$ cat config.mk
export PLATFORM = sky130hd
export DESIGN_NAME = game_counter
export DESIGN_NICKNAME = d
export VERILOG_FILES = /design/src/rtl/game_counter_pkg.sv /design/src/rtl/game_counter_tally.sv /design/src/rtl/game_counter.sv
export SDC_FILE = /design/constraint.sdc
export NUM_CORES = 1
export LEC_CHECK = 0
export CORE_UTILIZATION = 50
export CTS_CLUSTER_DIAMETER = 50
export DETAILED_ROUTE_END_ITERATION = 7
export PLACE_DENSITY = 0.84
export SETUP_SLACK_MARGIN = 0.1
export SYNTH_ARGS = -nofsm -noshare
export SYNTH_HDL_FRONTEND = slang
export SYNTH_SLANG_ARGS = --single-unit
$ cat constraint.sdc
create_clock -name clk -period 2.15 [get_ports clk]
set_input_delay 0.43 -clock clk [delete_from_list [all_inputs] [get_ports clk]]
set_output_delay 0.43 -clock clk [all_outputs]
set_load 0.03 [all_outputs]
$ cat src/rtl/game_counter_pkg.sv
// game_counter_pkg: shared enums for the game counter (count modes and game result codes)
package game_counter_pkg;
  typedef enum logic [1:0] {
    UP_ONE   = 2'b00,
    UP_TWO   = 2'b01,
    DOWN_ONE = 2'b10,
    DOWN_TWO = 2'b11
  } ctrl_mode_e;
  typedef enum logic [1:0] {
    WHO_NONE   = 2'b00,
    WHO_LOSER  = 2'b01,
    WHO_WINNER = 2'b10
  } who_e;
endpackage

$ cat src/rtl/game_counter_tally.sv
// game_counter_tally: clearable event tally with a flag that looks at the post-increment value
// ports: clk, rst_l (async active-low), clr (sync clear, wins over inc), inc (+1),
//        limit_o (value being written this edge equals LIMIT)
module game_counter_tally #(
  parameter int W     = 4,
  parameter int LIMIT = 15
) (
  input  logic clk,
  input  logic rst_l,
  input  logic clr,
  input  logic inc,
  output logic limit_o
);
  logic [W-1:0] tally_q, tally_d;
  always_comb begin
    tally_d = clr ? '0 : tally_q + W'(inc);
    limit_o = tally_d == W'(LIMIT);
  end
  always_ff @(posedge clk or negedge rst_l) begin
    if (!rst_l) tally_q <= '0;
    else        tally_q <= tally_d;
  end
endmodule

$ cat src/rtl/game_counter.sv
// game_counter: up/down game counter with win/lose pulses, tallies and self-restarting game over
// ports: clk, rst_l (async active-low), ctrl (count mode), INIT/loadValue (sync load + clear),
//        LOSER/WINNER/GAMEOVER (registered pulses), WHO (result during game-over cycle),
//        count_o (only with GAME_COUNTER_COUNT_OUT_EN defined: mirrors the count)
module game_counter
  import game_counter_pkg::*;
#(
  parameter int COUNTER_SIZE = 4,
  parameter int TALLY_LIMIT  = 15
) (
  input  logic                    clk,
  input  logic                    rst_l,
  input  logic [1:0]              ctrl,
  input  logic                    INIT,
  input  logic [COUNTER_SIZE-1:0] loadValue,
  output logic                    LOSER,
  output logic                    WINNER,
  output logic                    GAMEOVER,
  output logic [1:0]              WHO
`ifdef GAME_COUNTER_COUNT_OUT_EN
  ,
  output logic [COUNTER_SIZE-1:0] count_o
`endif
);
  ctrl_mode_e              mode;
  logic [COUNTER_SIZE-1:0] count_q, count_d, step;
  logic                    loser_q, loser_d, winner_q, winner_d, gameover_q, gameover_d;
  who_e                    who_q, who_d;
  logic                    clr, lose_inc, win_inc, lose_lim, win_lim;
  game_counter_tally #(.W(COUNTER_SIZE), .LIMIT(TALLY_LIMIT)) u_lose (
    .clk(clk), .rst_l(rst_l), .clr(clr), .inc(lose_inc), .limit_o(lose_lim)
  );
  game_counter_tally #(.W(COUNTER_SIZE), .LIMIT(TALLY_LIMIT)) u_win (
    .clk(clk), .rst_l(rst_l), .clr(clr), .inc(win_inc), .limit_o(win_lim)
  );
  // restart after game over and INIT both wipe the tallies and suppress events
  always_comb begin
    mode       = ctrl_mode_e'(ctrl);
    step       = COUNTER_SIZE'((mode inside {UP_TWO, DOWN_TWO}) ? 2 : 1);
    clr        = gameover_q | INIT;
    lose_inc   = !clr && count_q == '0;
    win_inc    = !clr && count_q == '1;
    count_d    = gameover_q ? '0 :
                 INIT ? loadValue :
                 (mode inside {DOWN_ONE, DOWN_TWO}) ? count_q - step : count_q + step;
    loser_d    = lose_inc;
    winner_d   = win_inc;
    gameover_d = !clr && (lose_lim || win_lim);
    who_d      = clr ? WHO_NONE : lose_lim ? WHO_LOSER : win_lim ? WHO_WINNER : WHO_NONE;
  end
  always_ff @(posedge clk or negedge rst_l) begin
    if (!rst_l) begin
      count_q    <= '0;
      loser_q    <= 1'b0;
      winner_q   <= 1'b0;
      gameover_q <= 1'b0;
      who_q      <= WHO_NONE;
    end else begin
      count_q    <= count_d;
      loser_q    <= loser_d;
      winner_q   <= winner_d;
      gameover_q <= gameover_d;
      who_q      <= who_d;
    end
  end
  assign LOSER    = loser_q;
  assign WINNER   = winner_q;
  assign GAMEOVER = gameover_q;
  assign WHO      = who_q;
`ifdef GAME_COUNTER_COUNT_OUT_EN
  assign count_o  = count_q;
`endif
endmodule

* Word level (Yosys, flattened, before mapping) *
Cells that the tools add are included.

storage, ports and cells
  word-level logic and storage cells = 35
  register bits after elaboration = 17

cells by class
  eq/ne operators = 6
  $add $sub $neg = 4
  muxes and demuxes = 9
  reductions and logical operators = 8
  bitwise logic cells = 1

operators by type and width
  cell                                                 count
  two-way mux 4 bit                                    5
  equality test 4 bit, second input constant           3
  adder 4 x 1 -> 4 bit                                 2
  two-way mux 2 bit                                    4
  adder 4 x 2 -> 4 bit                                 1
  equality test 2 bit, second input constant           2
  logical NOT 4 bit                                    1
  nonzero test 2 bit                                   2
  subtractor 4 x 2 -> 4 bit                            1
  logical AND 1 bit                                    3
  equality test 2 x 1 -> 1 bit, second input constant  1
  logical NOT 1 bit                                    1
  logical OR 1 bit                                     1
  bitwise OR 1 bit                                     1

* Longest topological paths before layout *
  word-level depth = 9
  mapped depth = 9
  gate-level depth less buffers = 8

* Modules after synthesis *
From an unflattened synthesis, not the netlist that was laid out.

second synthesis, totals
  cells, all modules = 83
  area, all modules = 925.9 um^2

by module, submodules not included
  module              seq. area each (um^2)  times used  area each (um^2)  cells an instance
  game_counter        225.2                  1           488.0             45
  game_counter_tally  100.1                  2           219.0             19

* Worst setup path before layout *
Ideal clock, no wire load.

  path kind = register -> register
  from = register gameover_q, in the netlist GAMEOVER
  to = register who_q[1], in the netlist WHO[1]
  arrival time = 1896 ps
  slack = 132 ps
  setup time = 122 ps
  cell stages (with the launch flop) = 10
  path buffers = 1
  cell sequence = dfrtp_1 clkbuf_2 or2_4 nor2_1 ha_1 ha_1 xor2_1 nand4_1 nor3_4 nor2_1

between the ends
  elaborated cells on any way between the ends = 13
  those cells by class = 2 x add/sub; 2 x eq/ne; 5 x mux; 1 x bitwise; 3 x reduce/logical

RTL lines
  what                             line                      text
  from (decl)                      game_counter.sv:27        logic loser_q, loser_d, winner_q, winner_d, gameover_q, gameover_d;
  from (signal assigned)           game_counter.sv:62        gameover_q <= gameover_d;
  bitwise OR 1 bit                 game_counter.sv:40        clr = gameover_q | INIT;
  logical NOT 1 bit                game_counter.sv:41        lose_inc = !clr && count_q == '0;
  logical AND 1 bit                game_counter.sv:41
  named net lose_inc               game_counter.sv:29        logic clr, lose_inc, win_inc, lose_lim, win_lim;
  adder 4 x 1 -> 4 bit             game_counter_tally.sv:16  tally_d = clr ? '0 : tally_q + W'(inc);
  two-way mux 4 bit                game_counter_tally.sv:16
  equality test 4 bit              game_counter_tally.sv:17  limit_o = tally_d == W'(LIMIT);
  two-way mux 2 bit (2 in series)  game_counter.sv:49        who_d = clr ? WHO_NONE : lose_lim ? WHO_LOSER : win_lim ? WHO_WINNER : WHO_NONE;
  named net who_d[1]               game_counter.sv:28        who_e who_q, who_d;
  to (signal assigned)             game_counter.sv:63        who_q <= who_d;
  to (decl)                        game_counter.sv:28

The timed path passes the listed nets, and every way through them passes these cells.

* Worst setup path after layout *
  from = register count_q[2]
  to = register loser_q, in the netlist LOSER

between the ends
  longest elaborated chain between the ends = 2

ends and longest elaborated chain
  what                    line                text
  from (decl)             game_counter.sv:26  logic [COUNTER_SIZE-1:0] count_q, count_d, step;
  from (signal assigned)  game_counter.sv:59  count_q <= count_d;
  logical NOT 4 bit       game_counter.sv:41
  logical AND 1 bit       game_counter.sv:41
  named net lose_inc      game_counter.sv:29
  to (signal assigned)    game_counter.sv:60  loser_q <= loser_d;
  to (decl)               game_counter.sv:27

The timed path passes the listed nets, and every way through them passes these cells.

==> summary.txt <==
area grow syn2layout: 44.3%
Filler Cell Count: 86
Yosys reg bits: 17
Final WS setup: 29.8 ps
Slew @ Worst Pin: 345 ps
Setup crit end kind: flip-flop
CP bufs+invs: 10
initial antenna violation count: 0
Final Power: 0.000748 W
crit-path most repeated cell: buf_4
dpl ws: -213 ps
Max FO, Critical Path: 2
Mapped Area: 853 sq um
Avg WL per Cell: 18.4 um
total wire length: 2290 um
die area: 1880 sq um
initial core utilization: 55.4%
P_leak: 0.643 nW
Clock Tree Buf Depth: 2
Reg clk slew, reported paths: 110 ps
CP max stage delay: 570 ps
CP Launch Type: flip-flop
critical path class: flip-flop to flip-flop
CTS tree: yes
DRC: 0
worst skew pair latency: 300 ps
All-Layer GR Usage: 26.6%
syn avg cell area: 11.5 sq um
Worst EP required: 2400 ps
commonest non-fill, non-tap cell in the layout: buf_4
Worst Skew: 3.29 ps
R2R Path Start: count_q[2]
slew margin rel.: 76.9%
cell family with most CP delay: buffers and inverters
storage element area: 425 sq um
DRT iter0 DRCs: 21
YS warnings: 0
detailed placement HPWL: 1210 um
max cap viols: 0
Final Max Tran Viols: 0
min Tclk post-route: 2120 ps
share of cells above drive strength 1: 34.3%
slowest CP cell: or4_4
total CTS buffers: 3
Worst EP arrival: 2370 ps
GR Layer Usage met3: 5.53%
Die H: 43.3 um
nets@finish: 126
number of global-route vias before repair: 706
final hold vios: 0
met2 Use GR: 43.9%
setup slack, reg-to-reg: 30 ps
RD Place Congestion: 0.761
gr ovfl total: 0
Clock Sinks: 17
H-tree levels: 1
R2R cell count: 12
HP Class: input port to asynchronous set/reset pin
multi-input logic area: 452 sq um
post-synthesis sequential area ratio: 49.9%
Achievable Freq: 472 MHz
CP startpoint: count_q[2]
row count: 14
commonest non-fill, non-tap cells in the layout: 19 x buf_4, 17 x dfrtp_1, 11 x clkdlybuf4s50_1
RSZ-0062 raised after global routing: yes
vias per cell: 5.46
reg2reg end: LOSER
Mapped Cells: 74
met1 Use GR: 34.7%
Top Usage Layer GRT: met2
first-pass GRT wire length: 3450 um
I/O Pins: 14
clock tree root driver cell: clkbuf_4
power density over cell area: 608 nW/um^2
vias: 677
largest net degree at the start of global routing: 18
status: finished, final reports clean
first-pass iteration count of the detailed router: 4
core footprint: 1540 sq um
Cell Chain, Critical Path: or4_4 -> nor2_4 -> buf_4 -> buf_6 -> buf_4 -> buf_4 -> buf_4 -> buf_4 -> buf_4 -> buf_4 -> buf_4 -> buf_4
Syn Nets: 91
worst hold margin: 437 ps
ANT cells: 0
final setup fails: 0
Distinct cells, synth: 29
die width: 43.3 um
maximum vdd ir drop: 0.419 mV
post-route ant nets: 0
Final period util: 98.6%
input/output buffers: 13
[flip-flops by register name, indices dropped and copies added (netlist names)]
signal,count
GAMEOVER,1
LOSER,1
WHO,2
WINNER,1
count_q,4
u_lose.tally_q,4
u_win.tally_q,4
[per-stage QoR]
stage               instances  area [sq um]  TNS [ps]  util [%]
floorplan                  74           853         0         -
global placement          106          1030      -140      66.7
detailed placement        106          1030      -550      66.7
CTS                       121          1180         0      76.9
global route              124          1230      -175      79.9
finish                    124          1230         0      79.9
[how the worst max path moves through the flow]
stage,end,slack [ps],cells after the start
2_1_floorplan,WHO[1],130,9
3_3_place_gp,WHO[1],-70,9
3_5_place_dp,GAMEOVER,-210,9
4_1_cts,GAMEOVER,80,8
5_1_grt,GAMEOVER,-70,8
6_report,LOSER,30,12
[repair_timing]
action / in CTS / in global routing
hold buffers: 0 / 0
setup buffers: 11 / 4
resized for setup: 8 / 5
pin swaps: 5 / 5
cloned: 0 / 0
endpoints found under the setup margin: 3 / 6
[metal layers]
| metal | wire length (um) | vias to the layer above | share of wire (%) |
|---|---|---|---|
| met5 | 0 | - | 0 |
| met3 | 91 | 7 | 4.0 |
| li1 | - | 316 | - |
| met2 | 1120 | 21 | 49 |
| met4 | 59 | 0 | 2.6 |
| met1 | 1020 | 333 | 45 |
[area by class of cell]
cell class              count  area share (%)
clock buffers               3            1.83
clock inverters             1           0.610
inverters                   4            1.22
multi-input cells          50            36.7
flip-flops and latches     17            34.6
well taps                  16            1.63
repair buffers             33            23.5
[synth_stat cells (all sizes together)]
cell type | number | area share, %
dfrtp | 17 | 50
nor2 | 11 | 6.0
ha | 7 | 10
and2 | 5 | 3.7
inv | 4 | 1.8
a21oi | 3 | 1.8
nand4 | 3 | 2.9
xnor2 | 3 | 3.1
xor2 | 3 | 3.1
clkbuf | 2 | 1.0
nand3 | 2 | 1.2
nor3 | 2 | 2.5
a21o | 1 | 0.88
a31oi | 1 | 0.73
buf | 1 | 1.3
fa | 1 | 2.3
mux2 | 1 | 1.3
mux2i | 1 | 1.2
nand2b | 1 | 0.73
nor2b | 1 | 0.73
nor3b | 1 | 0.88
o21a | 1 | 0.88
or2 | 1 | 1.0
or4 | 1 | 0.88
[where the power goes]
group / internal [W] / total [W] / switching (W)
clock network: 0.0000709 / 0.000180 / 0.000109
registers: 0.000342 / 0.000363 / 0.0000212
logic: 0.000112 / 0.000205 / 0.0000928
total: 0.000525 / 0.000748 / 0.000223
[logic make-up after synthesis]
family	Yosys count	share of synthesized area [%]
multiplexers	2	2.49
adder cells (fa/ha/maj)	8	12.6
AO/OA/AOI/OAI	6	4.25
buffers and inverters	7	4.10
flip-flops	17	49.9
XOR/XNOR	6	6.16
AND/OR/NAND/NOR	28	20.5
(Power assumes the default switching activity.)
